### src/rtl/scroll_sequencer_if.sv
// Scene-side bundle for scroll_sequencer: frame sync and user switches in,
// scroll offset, visibility and frame strobe out.
// master = the sequencer, slave = the scene/player/LUT datapath driving it.
interface scroll_sequencer_if;
   logic       vsync;
   logic [3:0] speed_sw;
   logic       dir_sw;
   logic       pause_sw;
   logic [9:0] x_offset;
   logic       started;
   logic       frame_tick;
   logic [3:0] cur_speed;
   logic       cur_dir;

   modport master (
      input  vsync, speed_sw, dir_sw, pause_sw,
      output x_offset, started, frame_tick, cur_speed, cur_dir
   );

   modport slave (
      output vsync, speed_sw, dir_sw, pause_sw,
      input  x_offset, started, frame_tick, cur_speed, cur_dir
   );
endinterface

### src/rtl/scroll_sequencer.sv
// scroll_sequencer: frame-synchronous scroll controller for the sine scene.
// All state advances only on a frame edge (rising vsync). Switches are
// synchronised, sampled at the frame edge, and turned into an offset that
// wraps modulo PERIOD.
// Build option: define SCROLL_RAMP_EN for ramped speed (+/-1 per frame) with
// braking to zero before a direction reversal; without it, speed and
// direction jump to the target on each running frame edge.
// PERIOD must lie in 16..1023 so that offset + speed fits in 11 bits.
module scroll_sequencer #(
   parameter int PERIOD       = 400,
   parameter int START_FRAMES = 0
) (
   input logic               clk,
   input logic               rst_n,
   scroll_sequencer_if.master bus
);

   typedef enum logic [1:0] {
      ST_START = 2'd0,
      ST_RUN   = 2'd1,
      ST_BRAKE = 2'd2
   } state_t;

   localparam int          CNT_W    = (START_FRAMES > 1) ? $clog2(START_FRAMES + 1) : 1;
   localparam logic [10:0] PERIOD_W = 11'(PERIOD);

   // Switch synchronisers: {pause, dir, speed[3:0]}
   logic [5:0] sw_meta;
   logic [5:0] sw_sync;
   logic       vsync_d;
   logic       fe;

   state_t     state;
   logic [CNT_W-1:0] cnt;
   logic [9:0] x_offset_q;
   logic       started_q;
   logic       frame_tick_q;
   logic [3:0] cur_speed_q;
   logic       cur_dir_q;

   logic [3:0]  target_speed;
   logic        target_dir;
   logic [10:0] sum_fwd;
   logic [10:0] off_fwd;
   logic [10:0] off_rev;
   logic [9:0]  next_off;

   // Two-flop synchronisers for the raw switches and the vsync delay tap.
   // NOTE: sequential state uses non-blocking (<=) so every flop samples
   // pre-edge values, independent of statement order.
   always_ff @(posedge clk or negedge rst_n) begin
      if (!rst_n) begin
         sw_meta <= '0;
         sw_sync <= '0;
         vsync_d <= 1'b0;
      end else begin
         sw_meta <= {bus.pause_sw, bus.dir_sw, bus.speed_sw};
         sw_sync <= sw_meta;
         vsync_d <= bus.vsync;
      end
   end

   assign fe = bus.vsync & ~vsync_d;

   // Target selection and wrap arithmetic from the pre-edge speed/direction.
   // NOTE: every always_comb output gets a default first, so no path leaves
   // a signal unassigned and no latch is inferred.
   always_comb begin
      target_speed = sw_sync[3:0];
      target_dir   = sw_sync[4];
      if (sw_sync[5])
         target_speed = 4'd0;
      else if (sw_sync[3:0] == 4'd0)
         target_speed = 4'd1;

      sum_fwd = {1'b0, x_offset_q} + 11'(cur_speed_q);
      off_fwd = (sum_fwd >= PERIOD_W) ? (sum_fwd - PERIOD_W) : sum_fwd;
      if ({1'b0, x_offset_q} >= 11'(cur_speed_q))
         off_rev = {1'b0, x_offset_q} - 11'(cur_speed_q);
      else
         off_rev = {1'b0, x_offset_q} + PERIOD_W - 11'(cur_speed_q);

      next_off = cur_dir_q ? off_rev[9:0] : off_fwd[9:0];
   end

   // Sequencer FSM with registered outputs; advances only on frame edges.
   always_ff @(posedge clk or negedge rst_n) begin
      if (!rst_n) begin
         state        <= ST_START;
         cnt          <= '0;
         x_offset_q   <= '0;
         started_q    <= 1'b0;
         frame_tick_q <= 1'b0;
         cur_speed_q  <= '0;
         cur_dir_q    <= 1'b0;
      end else begin
         frame_tick_q <= fe;
         if (fe) begin
            case (state)
               ST_START: begin
                  if (cnt == CNT_W'(START_FRAMES)) begin
                     state     <= ST_RUN;
                     started_q <= 1'b1;
                  end else begin
                     cnt <= cnt + CNT_W'(1);
                  end
               end
               ST_RUN: begin
                  x_offset_q <= next_off;
`ifdef SCROLL_RAMP_EN
                  if (target_dir != cur_dir_q) begin
                     if (cur_speed_q != 4'd0)
                        state <= ST_BRAKE;
                     else
                        cur_dir_q <= target_dir;
                  end else if (cur_speed_q < target_speed) begin
                     cur_speed_q <= cur_speed_q + 4'd1;
                  end else if (cur_speed_q > target_speed) begin
                     cur_speed_q <= cur_speed_q - 4'd1;
                  end
`else
                  cur_speed_q <= target_speed;
                  cur_dir_q   <= target_dir;
`endif
               end
               ST_BRAKE: begin
                  x_offset_q <= next_off;
                  if (cur_speed_q == 4'd0) begin
                     cur_dir_q <= target_dir;
                     state     <= ST_RUN;
                  end else begin
                     cur_speed_q <= cur_speed_q - 4'd1;
                  end
               end
               default: state <= ST_START;
            endcase
         end
      end
   end

   assign bus.x_offset   = x_offset_q;
   assign bus.started    = started_q;
   assign bus.frame_tick = frame_tick_q;
   assign bus.cur_speed  = cur_speed_q;
   assign bus.cur_dir    = cur_dir_q;

endmodule
### src/flat_wrapper.sv
// flat-port wrapper written by rule: the top's interface ports become plain ports
module scroll_sequencer_flat 
#(
   parameter int PERIOD       = 400,
   parameter int START_FRAMES = 0
)
  (clk, rst_n, bus_vsync, bus_speed_sw, bus_dir_sw, bus_pause_sw, bus_x_offset, bus_started, bus_frame_tick, bus_cur_speed, bus_cur_dir);
  scroll_sequencer_if bus_i ();
  input logic clk;
  input logic rst_n;
  input wire logic [$bits(bus_i.vsync)-1:0] bus_vsync;
  input wire logic [$bits(bus_i.speed_sw)-1:0] bus_speed_sw;
  input wire logic [$bits(bus_i.dir_sw)-1:0] bus_dir_sw;
  input wire logic [$bits(bus_i.pause_sw)-1:0] bus_pause_sw;
  output wire logic [$bits(bus_i.x_offset)-1:0] bus_x_offset;
  output wire logic [$bits(bus_i.started)-1:0] bus_started;
  output wire logic [$bits(bus_i.frame_tick)-1:0] bus_frame_tick;
  output wire logic [$bits(bus_i.cur_speed)-1:0] bus_cur_speed;
  output wire logic [$bits(bus_i.cur_dir)-1:0] bus_cur_dir;
  assign bus_i.vsync = bus_vsync;
  assign bus_i.speed_sw = bus_speed_sw;
  assign bus_i.dir_sw = bus_dir_sw;
  assign bus_i.pause_sw = bus_pause_sw;
  assign bus_x_offset = bus_i.x_offset;
  assign bus_started = bus_i.started;
  assign bus_frame_tick = bus_i.frame_tick;
  assign bus_cur_speed = bus_i.cur_speed;
  assign bus_cur_dir = bus_i.cur_dir;
  scroll_sequencer #(.PERIOD(PERIOD), .START_FRAMES(START_FRAMES)) u_core (.clk(clk), .rst_n(rst_n), .bus(bus_i));
endmodule
### config.mk
export PLATFORM = sky130hd
export DESIGN_NAME = scroll_sequencer_flat
export DESIGN_NICKNAME = d
export VERILOG_FILES = /design/src/rtl/scroll_sequencer_if.sv /design/src/rtl/scroll_sequencer.sv /design/src/flat_wrapper.sv
export SDC_FILE = /design/constraint.sdc
export NUM_CORES = 1
export LEC_CHECK = 0
export CAP_MARGIN = 20
export CORE_MARGIN = 10
export CORE_UTILIZATION = 56
export DETAILED_ROUTE_END_ITERATION = 16
export PLACE_DENSITY = 0.76
export SLEW_MARGIN = 20
export SYNTH_ARGS = -nofsm -noshare
export SYNTH_HDL_FRONTEND = slang
export SYNTH_SLANG_ARGS = --single-unit
### constraint.sdc
create_clock -name clk -period 3.5 [get_ports clk]
set_input_delay 0.35 -clock clk [delete_from_list [all_inputs] [get_ports clk]]
set_output_delay 0.35 -clock clk [all_outputs]
set_load 0.03 [all_outputs]
==> results.py, run 1 <==
metrics = {
    "clock_network": {
        "clockBufferDepth": 2,
        "cts_root_buffer": "clkbuf_8",
        "clkTransAtPathRegs_ns": 0.07,
        "cts.sinks": 31,
        "post_cts_resized": 0,
        "cts_tree": "done",
        "clock_latency_ns": 0.29,
        "h-tree-depth": 2,
        "postCtsHoldBufs": 0,
        "post-cts-setup-buffers": 0,
        "cts_buffers": 5,
    },
    "die": {
        "start_util_pct": 59.5,
        "coreArea_um2": 3770,
        "ios": 26,
        "fp.dieH_um": 83.3,
        "die_w_um": 83.3,
        "rows": 22,
        "fp.dieArea_um2": 6940,
    },
    "min_path": {
        "hold_class": "reg -> reg",
    },
    "route": {
        "antenna_left": 0,
        "dr.pass1.iters": 4,
        "wl_per_cell_um": 16.3,
        "routed_wl_um": 5110,
        "post-route-drc-count": 0,
        "first_iter_violations": 142,
        "vias_per_cell": 5.82,
        "num_vias": 1821,
    },
    "setup_path": {
        "slowest_stage": "a211o_1",
        "r2r-start": "u_core.bus.cur_speed[3]$_DFFE_PN0P_",
        "worstPathMaxFanout": 9,
        "reg2reg_to": "u_core.bus.x_offset[5]$_DFFE_PN0P_",
        "crit_path_start": "u_core.bus.cur_speed[3]$_DFFE_PN0P_",
        "cp-end-kind": "register",
        "cp_slowest_stage_delay_ns": 0.48,
        "crit_end": "u_core.bus.x_offset[5]$_DFFE_PN0P_",
        "startpoint_type": "register",
        "crit_buf_inv": 1,
        "ff2ff_setup_slack_ns": 0.53,
        "ff2ff_path_depth": 9,
        "arrival_ns": 3.13,
        "critPathKind": "reg -> reg",
        "path_cells": "inv_1 -> ha_1 -> nor2b_2 -> a211oi_4 -> nand4_1 -> a211o_1 -> a311oi_1 -> o21ai_1 -> xnor2_1",
        "crit_family": "compound AO/OA/AOI/OAI gates",
        "critPathRequiredTime_ns": 3.66,
        "cp_num_cells": 9,
    },
    "pwr": {
        "power.share.clock_pct": 13.8,
        "ir_worst_vdd_uv": 415,
        "powerDensity_nw_per_um2": 802,
        "p_int_w": 0.00110,
        "leakage_nw": 1.12,
        "p_switching_w": 0.000996,
        "comb_power_share_pct": 59.2,
        "netSwitchingFraction_pct": 47.6,
        "seqPwrFrac_pct": 26.9,
    },
    "final_layout": {
        "nNetsFinal": 297,
        "fill_cells": 294,
        "fin_cells": 313,
        "multi_input_area_um2": 1330,
        "drive_above_1_share_pct": 7.55,
        "area_growth_pct": 16.2,
        "seq_area_um2": 776,
        "antennaDiodeCount": 0,
    },
    "timing": {
        "min_period_ns": 2.97,
        "setup-violations-final": 0,
        "slew_violations": 0,
        "worst_pin_slew_ns": 0.720,
        "max_freq_mhz": 337,
        "relSlewSlack_pct": 52.0,
        "rsz0062_at_grt": "no",
        "setup-tns-final_ns": 0,
        "clock_skew_ns": 0.00513,
        "finalCritPeriodShare_pct": 84.8,
        "hold_viol": 0,
    },
    "place": {
        "io_buffers": 25,
        "hpwl_um": 3890,
        "dp.cells": 305,
        "gp_congestion": 0.902,
    },
    "logic_synthesis": {
        "syn_nets": 274,
        "avgSynthCellArea_um2": 9.31,
        "yosys_warnings": 0,
        "synth_cells": 241,
        "synthesis.area_um2": 2240,
        "ys_ff_latch": 31,
        "ys_types": 56,
        "synth_edf_count": 0,
        "async_flop_share_pct": 100,
        "ys.flop_type": "dfrtp_1",
        "yosysSeqAreaShare_pct": 34.6,
    },
    "global_routing": {
        "grt_antenna_before_repair": 0,
        "grt_usage_pct": 15.2,
        "grt_pass1_wl_um": 8990,
        "grt_remaining_overflow": 0,
        "grt_pass1_vias": 1852,
        "met3_usage_pct": 4.59,
        "busiest_layer": "met2",
        "grtUsageMet2_pct": 22.8,
        "grt_max_degree": 32,
        "use_met1_pct": 20.3,
    },
    "status": {
        "status": "finished clean",
    },
    "run": {
        "maxCapViolCount": 0,
    },
}
[cells in the final DEF (no fill, tap or decap), drive strengths merged, types with 3 or more instances in the layout]
master and count:
a211oi 3, a21o 3, a21oi 10, a31oi 9, buf 3, clkbuf 5, clkdlybuf4s50 25, dfrtp 31
fa 5, ha 19, inv 22, mux2i 3, nand2 26, nand3 6, nand3b 3, nor2 9
nor2b 6, nor3 7, o211ai 3, o21ai 16, o31a 3, xnor2 9
[final cells by class]
type	instances	area share (%)
sequential	31	29.8
tap	48	2.30
multi-input combinational	177	50.9
clock buffer	5	2.64
inverter	21	3.02
clock inverter	3	0.912
timing repair buffer	28	10.5
[cell usage after synthesis, types with 3 or more instances]
cell      number  area share (%)
mux2i_1        3             1.3
dfrtp_1       31              35
ha_1          19              11
nor3_1         7             1.6
o211ai_1       3             1.0
a31oi_1        8             2.2
nor2_1         8             1.3
o21ai_1        9             2.0
fa_1           5             4.5
o21ai_0        7             1.6
nand3_1        6             1.3
inv_1         21             3.5
xnor2_1        9             3.5
a21o_1         3             1.0
o31a_1         3             1.2
clkbuf_1       7             1.2
nand3b_1       3             1.0
a21oi_1       10             2.2
nand2_1       26             4.3
nor2b_1        5             1.4
[how the worst min path moves through the flow]
stage	from	to	slack (ns)	cells past startpoint
after floorplan	rst_n	u_core.bus.cur_dir$_DFFE_PN0P_	0.05	0
after global placement	u_core.sw_meta[2]$_DFF_PN0_	u_core.sw_sync[2]$_DFF_PN0_	0.33	0
after detailed placement	u_core.sw_meta[1]$_DFF_PN0_	u_core.sw_sync[1]$_DFF_PN0_	0.33	0
after CTS	u_core.sw_meta[1]$_DFF_PN0_	u_core.sw_sync[1]$_DFF_PN0_	0.35	0
after global routing	u_core.sw_meta[1]$_DFF_PN0_	u_core.sw_sync[1]$_DFF_PN0_	0.36	0
final	u_core.sw_meta[2]$_DFF_PN0_	u_core.sw_sync[2]$_DFF_PN0_	0.35	0
[cells by family (layout without fill, tap and decap cells)]
| kind of cell | after synthesis | count (layout) | synth area share [%] |
|---|---|---|---|
| compound gates | 68 | 68 | 21.5 |
| buf+inv | 33 | 57 | 6.30 |
| mux | 4 | 4 | 1.84 |
| flops | 31 | 31 | 34.6 |
| simple gates | 71 | 71 | 16.8 |
| xor+xnor | 10 | 10 | 3.90 |
| fa+ha+maj | 24 | 24 | 15.1 |
[metrics by stage]
| step | utilization, % | setup slack (ns) | instance area [um2] | hold WS [ns] | power [W] |
|---|---|---|---|---|---|
| 2_1_floorplan | - | 0.593 | 2240 | 0.0544 | 0.00148 |
| 3_3_place_gp | 66.7 | 0.560 | 2510 | 0.331 | 0.00178 |
| 3_5_place_dp | 66.7 | 0.579 | 2510 | 0.335 | 0.00179 |
| 4_1_cts | 69.1 | 0.571 | 2610 | 0.351 | 0.00210 |
| 5_1_grt | 69.1 | 0.257 | 2610 | 0.362 | 0.00227 |
| 6_report | 69.1 | 0.533 | 2610 | 0.348 | 0.00209 |
[sequential cells by signal, summed over array words and instances (netlist names)]
name / flops
u_core.bus.x_offset: 10
u_core.sw_meta: 6
u_core.sw_sync: 6
u_core.bus.cur_speed: 4
u_core.bus.cur_dir: 1
u_core.bus.frame_tick: 1
u_core.bus.started: 1
u_core.state: 1
u_core.vsync_d: 1
[power by group through the flow]
| stage | Sequential (W) | Combinational (W) | Clock (W) |
|---|---|---|---|
| floorplan | 0.000616 | 0.000860 | 0 |
| detailed placement | 0.000568 | 0.00123 | 0 |
| finish | 0.000564 | 0.00124 | 0.000289 |
| global route | 0.000584 | 0.00137 | 0.000317 |
| global placement | 0.000565 | 0.00121 | 0 |
| CTS | 0.000561 | 0.00124 | 0.000296 |
[per-layer routing]
layer | share of wire, % | vias up
met5 | 0 | -
met4 | 1.2 | 0
met3 | 5.3 | 6
met2 | 44 | 39
met1 | 49 | 875
li1 | - | 901
[worst register-to-register path, cell delays in order (launching register included)]
cell	delay [ns]
dfrtp_1	0.44
inv_1	0.10
ha_1	0.40
nor2b_2	0.22
a211oi_4	0.34
nand4_1	0.26
a211o_1	0.48
a311oi_1	0.31
o21ai_1	0.15
xnor2_1	0.14
No activity file was read; power rests on OpenSTA's default activity.
==> run 2, diff against run 1 <==
clock period = 2.8 ns   (was 3.5 ns; I/O delays follow)
==> results.py, run 2 (same netlist as run 1, synthesis figures left out) <==
metrics = {
    "min_path": {
        "holdPathEnd": "u_core.sw_sync[5]$_DFF_PN0_",
        "min-delay-start": "u_core.sw_meta[5]$_DFF_PN0_",
        "whs_path_depth": 0,
        "hold_class": "reg -> reg",
    },
    "timing": {
        "hold_viol": 0,
        "finalCritPeriodShare_pct": 98.1,
        "worst_pin_slew_ns": 0.822,
        "slew_violations": 0,
        "setup-violations-final": 0,
        "max_freq_mhz": 364,
        "min_period_ns": 2.75,
        "hold_slack_ns": 0.351,
        "rsz0062_at_grt": "yes",
        "relSlewSlack_pct": 45.0,
        "clock_skew_ns": 0.0110,
    },
    "setup_path": {
        "startpoint_type": "register",
        "path_cells": "buf_4 -> ha_1 -> o31a_1 -> o2111a_1 -> a31oi_4 -> a211oi_1 -> or4_1 -> a22oi_2 -> nor4b_4",
        "critPathKind": "reg -> reg",
        "crit_path_start": "u_core.bus.x_offset[2]$_DFFE_PN0P_",
        "arrival_ns": 2.93,
        "worstPathMaxFanout": 4,
        "slowest_stage": "or4_1",
        "cp-end-kind": "register",
        "ff2ff_path_depth": 9,
        "r2r-start": "u_core.bus.x_offset[2]$_DFFE_PN0P_",
        "critPathRequiredTime_ns": 2.98,
        "crit_buf_inv": 1,
        "reg2reg_to": "u_core.bus.x_offset[6]$_DFFE_PN0P_",
        "crit_family": "compound AO/OA/AOI/OAI gates",
        "ff2ff_setup_slack_ns": 0.05,
        "cp_slowest_stage_delay_ns": 0.50,
    },
    "place": {
        "hpwl_um": 4430,
        "io_buffers": 25,
        "gp_congestion": 0.910,
        "place_area_um2": 2680,
    },
    "clock_network": {
        "cts.sinks": 31,
        "clock_latency_ns": 0.29,
        "h-tree-depth": 2,
        "cts_root_buffer": "clkbuf_8",
        "clockBufferDepth": 2,
        "cts_tree": "done",
        "clkTransAtPathRegs_ns": 0.08,
        "postCtsHoldBufs": 0,
        "cts_buffers": 5,
    },
    "die": {
        "start_util_pct": 59.5,
        "fp.dieArea_um2": 6940,
        "fp.dieH_um": 83.3,
        "coreArea_um2": 3770,
        "die_w_um": 83.3,
        "rows": 22,
        "ios": 26,
    },
    "global_routing": {
        "grt_max_degree": 23,
        "grt_usage_pct": 17.1,
        "grt_antenna_before_repair": 0,
        "grt_pass1_vias": 2053,
        "grt_pass1_wl_um": 9980,
        "grt_remaining_overflow": 0,
    },
    "final_layout": {
        "area_growth_pct": 32.1,
        "antennaDiodeCount": 0,
        "seq_area_um2": 782,
        "fill_cells": 246,
        "final_common_cell": "buf_4",
        "nNetsFinal": 325,
        "design_area_um2": 2960,
        "largest_register_ff_count": 10,
        "final_cell_mix": "30 x buf_4, 26 x nand2_1, 26 x dfrtp_1",
        "drive_above_1_share_pct": 25.9,
        "multi_input_area_um2": 1460,
    },
    "run": {
        "maxCapViolCount": 0,
    },
    "route": {
        "num_vias": 2068,
        "antenna_left": 0,
        "wl_per_cell_um": 17.8,
        "post-route-drc-count": 0,
        "vias_per_cell": 6.06,
        "first_iter_violations": 203,
        "dr.pass1.iters": 5,
        "routed_wl_um": 6060,
    },
    "pwr": {
        "powerDensity_nw_per_um2": 1020,
        "leakage_nw": 1.26,
        "ir_worst_vdd_uv": 643,
    },
    "status": {
        "status": "finished clean",
    },
}
[run 2: changes by cell type in the layout (fill, tap and decap cells not counted), moves of 4 or more]
cell,delta
ha_1,-7
dfrtp_2,+5
dfrtp_1,-5
inv_1,-4
ha_4,+5
buf_4,+27
inv_2,+4
[run 2: worst reg2reg max path: cells and delay by family (launching register included)]
kind	cells	cell delay (ns)
flops	1	0.42
buf+inv	1	0.17
simple gates	2	0.58
fa+ha+maj	1	0.24
compound gates	5	1.23
[run 2: how the worst max path moves through the flow]
| stage | slack (ns) | endpoint | cells after the start |
|---|---|---|---|
| floorplan | 0.004 | u_core.bus.x_offset[9]$_DFFE_PN0P_ | 11 |
| global placement | 0.005 | u_core.bus.x_offset[6]$_DFFE_PN0P_ | 10 |
| detailed placement | -0.09 | u_core.bus.x_offset[6]$_DFFE_PN0P_ | 10 |
| CTS | 0.02 | u_core.bus.x_offset[6]$_DFFE_PN0P_ | 10 |
| global route | -0.06 | u_core.bus.x_offset[9]$_DFFE_PN0P_ | 12 |
| finish | 0.05 | u_core.bus.x_offset[6]$_DFFE_PN0P_ | 9 |
[run 2: per-stage QoR]
step	total power, W	util [%]	std cells	TNS [ns]	setup slack [ns]
after detailed placement	0.00241	71.0	326	-0.105	-0.0920
after global routing	0.00323	78.6	341	-0.0909	-0.0633
after global placement	0.00236	71.0	326	0	0.00538
after CTS	0.00281	74.1	334	0	0.0190
after floorplan	0.00185	-	241	0	0.00374
final	0.00302	78.6	341	0	0.0529
[run 2: cell type report]
| class | instances | area share (%) |
|---|---|---|
| repair buffers | 56 | 16.4 |
| multi-input cells | 177 | 49.4 |
| inverters | 21 | 2.66 |
| well taps | 48 | 2.03 |
| flip-flops and latches | 31 | 26.4 |
| clock buffers | 5 | 2.32 |
| clock inverters | 3 | 0.802 |
[run 2: power by group]
group / switching (W) / total (W) / internal, W / leakage [nW]
Sequential: 0.000122 / 0.000654 / 0.000532 / 0.365
Combinational: 0.00109 / 0.00199 / 0.000906 / 0.855
Clock: 0.000191 / 0.000369 / 0.000177 / 0.0408
Total: 0.00140 / 0.00302 / 0.00162 / 1.26
[run 2: what timing repair did]
action                                  4_1_cts  5_1_grt
endpoints found under the setup margin        3        4
resized for setup                             5       24
pin swaps                                     0        8
buffers inserted                              0        7
[run 2: layer usage]
metal	share of wire [%]	global-route usage (%)	wire [um]	up-vias
li1	-	-	-	957
met1	43	22.5	2580	980
met2	47	26.7	2820	115
met3	8.6	3.81	518	16
met4	2.3	5.54	138	0
met5	0	0	0	-
